## config.mk

```make
export PLATFORM = sky130hd
export DESIGN_NAME = ecc_scrubber
export DESIGN_NICKNAME = d
export VERILOG_FILES = /design/src/rtl/ecc_scrubber.sv
export SDC_FILE = /design/constraint.sdc
export NUM_CORES = 1
export LEC_CHECK = 0
export CORE_UTILIZATION = 40
export CTS_BUF_LIST = sky130_fd_sc_hd__clkbuf_8
export DETAILED_ROUTE_END_ITERATION = 6
export PLACE_DENSITY = 0.74
export SYNTH_ARGS = -nofsm -noshare
export SYNTH_HDL_FRONTEND = slang
export SYNTH_SLANG_ARGS = --single-unit
```

## constraint.sdc

```tcl
create_clock -name clk -period 9 [get_ports clk]
set_input_delay 1.8 -clock clk [delete_from_list [all_inputs] [get_ports clk]]
set_output_delay 1.8 -clock clk [all_outputs]
set_load 0.01 [all_outputs]
```

## src/rtl/ecc_scrubber.sv

```systemverilog
// ---------------------------------------------------------------------------
// ecc_scrubber
//   Background scrubber for a small memory protected by a 13-bit extended
//   Hamming code (SEC-DED over 8 data bits). Each pass walks addresses
//   0..NUM_WORDS-1. For each word it reads the codeword, decodes it, and
//   writes back the corrected codeword when a single-bit error is found.
//   Uncorrectable (double) errors are counted and reported, and the word is
//   left as it is. Passes are started by a scrub_start pulse, or
//   periodically after INTERVAL idle cycles while scrub_en is high. The
//   scrubber only touches memory in cycles where the functional port leaves
//   it free (mem_busy=0).
//
// Ports
//   clk            rising-edge clock
//   rst            synchronous, active-high reset
//   scrub_en       enable periodic passes
//   scrub_start    one-cycle request for a pass (ignored while busy)
//   mem_busy       functional port owns the memory this cycle
//   mem_rdata      codeword, valid the cycle after mem_rd_en
//   mem_addr       scrub address
//   mem_rd_en      read strobe
//   mem_wr_en      write-back strobe
//   mem_wdata      corrected codeword for write-back
//   busy           pass in progress
//   pass_done      one-cycle pulse as the last word of a pass retires
//   corr_count     corrected-error count, saturating at 255
//   uncorr_count   uncorrectable-error count, saturating at 255
//   err_irq        one-cycle pulse per uncorrectable word
//   last_err_addr  address of the most recent uncorrectable word
// ---------------------------------------------------------------------------
module ecc_scrubber #(
  parameter int ADDR_W    = 4,
  parameter int NUM_WORDS = 16,
  parameter int INTERVAL  = 64
) (
  input  logic              clk,
  input  logic              rst,
  input  logic              scrub_en,
  input  logic              scrub_start,
  input  logic              mem_busy,
  input  logic [12:0]       mem_rdata,
  output logic [ADDR_W-1:0] mem_addr,
  output logic              mem_rd_en,
  output logic              mem_wr_en,
  output logic [12:0]       mem_wdata,
  output logic              busy,
  output logic              pass_done,
  output logic [7:0]        corr_count,
  output logic [7:0]        uncorr_count,
  output logic              err_irq,
  output logic [ADDR_W-1:0] last_err_addr
);

  localparam int                CNT_W     = (INTERVAL > 1) ? $clog2(INTERVAL) : 1;
  localparam logic [CNT_W-1:0]  CNT_LAST  = CNT_W'(INTERVAL - 1);
  localparam logic [ADDR_W-1:0] ADDR_LAST = ADDR_W'(NUM_WORDS - 1);

  typedef enum logic [2:0] {
    S_IDLE,
    S_READ,
    S_CHECK,
    S_WRITE,
    S_NEXT
  } state_e;

  state_e              state_q, state_d;
  logic [ADDR_W-1:0]   addr_q, addr_d;
  logic [CNT_W-1:0]    cnt_q, cnt_d;
  logic [12:0]         wdata_q, wdata_d;
  logic [7:0]          corr_q, corr_d;
  logic [7:0]          uncorr_q, uncorr_d;
  logic [ADDR_W-1:0]   last_q, last_d;

  logic                rd_strobe, wr_strobe, done_pulse, irq_pulse;

  // -------------------------------------------------------------------------
  // Decoder. The syndrome is the XOR of the positions of all set bits 1..12.
  // The overall parity covers bits 0..12, so a single flip anywhere makes it
  // odd. Odd parity with syndrome 0 means bit 0 itself flipped. Even parity
  // with a non-zero syndrome is a double error. Odd parity pointing past
  // position 12 can't be a single error either.
  // -------------------------------------------------------------------------
  logic [3:0]  syndrome;
  logic        parity;
  logic [12:0] corrected;
  logic        fixable;
  logic        uncorrectable;

  // NOTE: every signal written in an always_comb gets a default value first.
  // Without it, a path that skips an assignment would infer a latch.
  always_comb begin
    syndrome      = '0;
    fixable       = 1'b0;
    uncorrectable = 1'b0;
    for (int i = 1; i < 13; i++) begin
      if (mem_rdata[i]) syndrome = syndrome ^ 4'(i);
    end
    parity    = ^mem_rdata;
    // A zero syndrome selects bit 0, which is exactly the overall-parity fix.
    corrected = mem_rdata ^ (13'd1 << syndrome);
    if (parity) begin
      if (syndrome <= 4'd12) fixable       = 1'b1;
      else                   uncorrectable = 1'b1;
    end else if (syndrome != 4'd0) begin
      uncorrectable = 1'b1;
    end
  end

  // -------------------------------------------------------------------------
  // Next-state and strobe logic
  // -------------------------------------------------------------------------
  always_comb begin
    state_d    = state_q;
    addr_d     = addr_q;
    cnt_d      = cnt_q;
    wdata_d    = wdata_q;
    corr_d     = corr_q;
    uncorr_d   = uncorr_q;
    last_d     = last_q;
    rd_strobe  = 1'b0;
    wr_strobe  = 1'b0;
    done_pulse = 1'b0;
    irq_pulse  = 1'b0;

    unique case (state_q)
      S_IDLE: begin
        // A start request and interval expiry in the same cycle give one pass.
        if (scrub_start || (scrub_en && (cnt_q == CNT_LAST))) begin
          cnt_d   = '0;
          state_d = S_READ;
        end else if (scrub_en) begin
          cnt_d = cnt_q + CNT_W'(1);
        end else begin
          cnt_d = '0;
        end
      end

      S_READ: begin
        if (!mem_busy) begin
          rd_strobe = 1'b1;
          state_d   = S_CHECK;
        end
      end

      S_CHECK: begin
        if (fixable) begin
          wdata_d = corrected;
          state_d = S_WRITE;
        end else if (uncorrectable) begin
          irq_pulse = 1'b1;
          last_d    = addr_q;
          if (uncorr_q != 8'hFF) uncorr_d = uncorr_q + 8'd1;
          state_d   = S_NEXT;
        end else begin
          state_d = S_NEXT;
        end
      end

      S_WRITE: begin
        if (!mem_busy) begin
          wr_strobe = 1'b1;
          if (corr_q != 8'hFF) corr_d = corr_q + 8'd1;
          state_d   = S_NEXT;
        end
      end

      S_NEXT: begin
        if (addr_q == ADDR_LAST) begin
          addr_d     = '0;
          done_pulse = 1'b1;
          state_d    = S_IDLE;
        end else begin
          addr_d  = addr_q + ADDR_W'(1);
          state_d = S_READ;
        end
      end

      default: state_d = S_IDLE;
    endcase
  end

  // -------------------------------------------------------------------------
  // State registers
  // -------------------------------------------------------------------------
  // NOTE: registers are updated with non-blocking assignments. Then every
  // flop samples the values from before the edge, whatever order the
  // statements appear in.
  always_ff @(posedge clk) begin
    if (rst) begin
      state_q  <= S_IDLE;
      addr_q   <= '0;
      cnt_q    <= '0;
      wdata_q  <= '0;
      corr_q   <= '0;
      uncorr_q <= '0;
      last_q   <= '0;
    end else begin
      state_q  <= state_d;
      addr_q   <= addr_d;
      cnt_q    <= cnt_d;
      wdata_q  <= wdata_d;
      corr_q   <= corr_d;
      uncorr_q <= uncorr_d;
      last_q   <= last_d;
    end
  end

  // -------------------------------------------------------------------------
  // Outputs. The strobes and pulses are masked by rst. A reset that lands
  // while a write-back is pending must not let that write reach the memory
  // in the same cycle.
  // -------------------------------------------------------------------------
  assign mem_addr      = addr_q;
  assign mem_wdata     = wdata_q;
  assign mem_rd_en     = rd_strobe  & ~rst;
  assign mem_wr_en     = wr_strobe  & ~rst;
  assign pass_done     = done_pulse & ~rst;
  assign err_irq       = irq_pulse  & ~rst;
  assign busy          = (state_q != S_IDLE);
  assign corr_count    = corr_q;
  assign uncorr_count  = uncorr_q;
  assign last_err_addr = last_q;

endmodule

```

==> results.md <==
* Cell class contributing the biggest share of worst-path delay: buffers and inverters
* Slowest CP cell: xor3_2
* Fill cells at 575
* RD Place Congestion at 0.822
* Clock Skew at 9.25 ps
* Crit path DAT at 4960 ps
* Crit Path Category: input port to primary output
* Gr ovfl total at 0
* CTS resizes at 0
* DP Area at 3320 um2
* Clock-pin slew on the worst setup and hold paths at 90 ps
* Final worst path period share at 75.1%
* Achievable Freq at 0.148 GHz
* WL final at 6180 um
* Endpoints failing setup at 0
* Vias per cell at 5.65
* CP bufs+invs at 2
* Hold Crit Class: flip-flop to flip-flop
* NetSw at 210 uW
* Setup crit start kind: input port
* Distinct cells, synth at 49
* Post-synthesis instance total at 303
* Final antenna-violating net count at 0
* Synth top area cells: dfxtp_1 (34%), a311oi_1 (5.2%), xnor3_1 (5.0%)
* CTS Root Cell: clkbuf_8
* Standard-cell rows at 29
* # IOs at 60
* Die height at 84.0 um
* Most common cell on crit path: clkdlybuf4s50_1
* Clk_lat worst skew at 300 ps
* Critical Path RT at 7200 ps
* Initial core utilization at 41.9%
* Outcome: complete, but fails checks
* Yosys warns at 0
* Worst-Margin Slew at 670 ps
* ANT cells at 0
* Slew margin rel. at 54.7%
* Combinational share of power at 34.0%
* GRT Util Overall at 17.5%
* Routed len/inst at 14.3 um
* Design area at 3460 um2
* RSZ-0062 raised after global routing: false
* Internal power at 411 uW
* Layout area overhead at 28.4%
* CTS tree: done
* Drt initial violations at 186
* Die X at 84.0 um
* Setup Fix Bufs, Post-CTS at 0
* Via count at 2439
* Syn nets at 325
* Clock power share at 29.7%
* CTS Buf Count at 5
* Final cell count without fillers at 432
* DRC Markers at 10
* Antenna violations before repair at 0
* Die area at 7060 um2
* Max IR drop VDD at 0.0956 mV
* Leading area contributor after synthesis: dfxtp_1
* Hold Vio Cnt, Final at 0
* Mean Syn Cell Area at 8.88 um2
* Sw frac at 33.8%
* Hold slack at 478 ps
* CP max FO at 10
* First-pass GRT wire length at 10200 um
* TritonRoute pass-1 iters at 7
* Detailed Place HPWL at 4400 um
* Final Critical Period at 6760 ps
* Vias in the first global route at 2183
* Synthesized flop and latch total at 46
* IO buf count at 59
* Share of cells above drive strength 1 at 5.35%
* Final net count at 376
* Synth top area share at 34.2%
* Final setup TNS at 0 ps
* Pwr Total at 621 uW
* Failing checks: DRC
* Sequential Power Share at 36.3%
* Leak Pwr at 0.00119 uW
* CP endpoint kind: primary output
* Max-slew violation count at 0
* CTS Hold Bufs at 0
* Placed Cells at 424
* CTS Sinks at 46
* Cell Area, Synth at 2690 um2
* Largest net degree at the start of global routing at 58
* Buffer levels on the longest clock path at 2
* H-tree depth at 2
* CP cell instances: clkdlybuf4s50_1 > xnor2_2 > xor3_2 > a2111o_1 > nand3_1 > and2_1 > nor2b_1 > clkdlybuf4s50_1
* Core Area at 6420 um2
* PwrDens at 180 nW/um2
* Sequential fraction of the synthesis area at 34.2%
* Max capacitance violation total at 0
* Slowest stage delay, CP at 620 ps
[worst register-to-register path, delay by kind of cell, from the launching register on]
kind / cells / cell delay [ps]
flip-flops: 1 / 530
AND/OR/NAND/NOR: 4 / 1240
AO/OA/AOI/OAI: 2 / 720
[final timing paths]
kind	startpoint	end	slack (ps)	cells after the start
max	mem_rdata[11]	err_irq	2240	8
min	last_err_addr[1]$_SDFFE_PP0P_	last_err_addr[1]$_SDFFE_PP0P_	480	2
max reg2reg	state_q[1]$_SDFFE_PP0P_	uncorr_count[7]$_SDFFE_PP0P_	6460	6
min reg2reg	last_err_addr[1]$_SDFFE_PP0P_	last_err_addr[1]$_SDFFE_PP0P_	480	2
[kinds of logic (layout without fill, tap and decap cells)]
family | after synthesis | count (layout) | synth area share [%]
AOI/OAI and AO/OA | 71 | 71 | 17.4
adders and majority gates | 4 | 4 | 1.86
xor gates and xnor gates | 40 | 40 | 17.8
DFF | 46 | 46 | 34.2
buffers and inverters | 22 | 74 | 3.44
and+or+nand+nor | 115 | 115 | 23.4
muxes | 5 | 5 | 1.91
[cell type report]
class | instances | area (um2) | area share [%]
inverters | 4 | 15.0 | 0.434
flip-flops and latches | 46 | 921 | 26.6
multi-input cells | 235 | 1680 | 48.6
well taps | 77 | 96.3 | 2.79
repair buffers | 62 | 608 | 17.6
clock inverters | 3 | 68.8 | 1.99
clock buffers | 5 | 68.8 | 1.99
[state kept, by name, summed over array words and instances, names as in the netlist]
signal         count
uncorr_count       8
last_err_addr      4
cnt_q              6
mem_addr           4
mem_wdata         13
corr_count         8
state_q            3
[metrics by stage]
stage                     worst slack, ps  util, %
after floorplan                      3510        -
after global placement               2330     51.7
after detailed placement             2240     51.7
after CTS                            2230     53.8
after global routing                 2030     53.8
final                                2240     53.8
[synth_stat cells (all sizes together)]
| master | instances |
|---|---|
| or2 | 2 |
| mux2i | 4 |
| nor4 | 6 |
| buf | 3 |
| xnor3 | 6 |
| o31ai | 4 |
| nand3b | 1 |
| or3 | 2 |
| a41oi | 2 |
| or4 | 5 |
| nor3b | 1 |
| o2111ai | 1 |
| and4b | 1 |
| clkbuf | 15 |
| nor2 | 26 |
| o32ai | 1 |
| xnor2 | 17 |
| ha | 4 |
| inv | 4 |
| a21oi | 25 |
| and4 | 1 |
| nand2b | 10 |
| nor4bb | 1 |
| a211o | 1 |
| a22oi | 1 |
| a311oi | 16 |
| nor3 | 4 |
| xor2 | 15 |
| a31oi | 3 |
| mux2 | 1 |
| a2bb2oi | 1 |
| nand3 | 13 |
| and2 | 1 |
| dfxtp | 46 |
| xor3 | 2 |
| a221o | 1 |
| o21ai | 13 |
| o21bai | 1 |
| and3 | 7 |
| a2111o | 1 |
| nand4b | 5 |
| nor2b | 3 |
| nand2 | 15 |
| nand4 | 11 |
[cells in the final DEF, fill, tap and decap left out, types with 2 or more instances in the layout]
master / count
nand4_1: 11
nor3_1: 4
nand2_1: 14
or4_1: 5
ha_1: 4
and3_1: 7
nand3_1: 13
clkbuf_8: 5
nand2b_1: 10
a31oi_1: 3
a41oi_1: 2
or2_2: 2
a21oi_1: 25
xor2_1: 15
o21ai_0: 12
clkdlybuf4s50_1: 58
bufinv_16: 2
a311oi_1: 16
xnor2_2: 2
dfxtp_1: 46
xnor2_1: 15
nand4b_1: 5
mux2i_1: 4
buf_4: 3
nor2_1: 26
o31ai_1: 4
nor4_1: 6
nor2b_1: 3
inv_1: 4
or3_1: 2
xnor3_1: 6
[metal layers]
metal | vias to the layer above | track usage, % | wire [um]
met5 | - | 0 | 0
met4 | 0 | 5.80 | 110
met3 | 11 | 3.07 | 224
met2 | 55 | 28.0 | 2830
met1 | 1131 | 23.7 | 3020
li1 | 1242 | - | -
[power by group through the flow]
stage / Sequential (uW) / Clock, uW / Combinational, uW
final: 225 / 185 / 211
after global routing: 227 / 197 / 231
after CTS: 225 / 187 / 210
after detailed placement: 230 / 0 / 209
after global placement: 229 / 0 / 205
after floorplan: 228 / 0 / 157
Power figures use the tool's default switching activity.
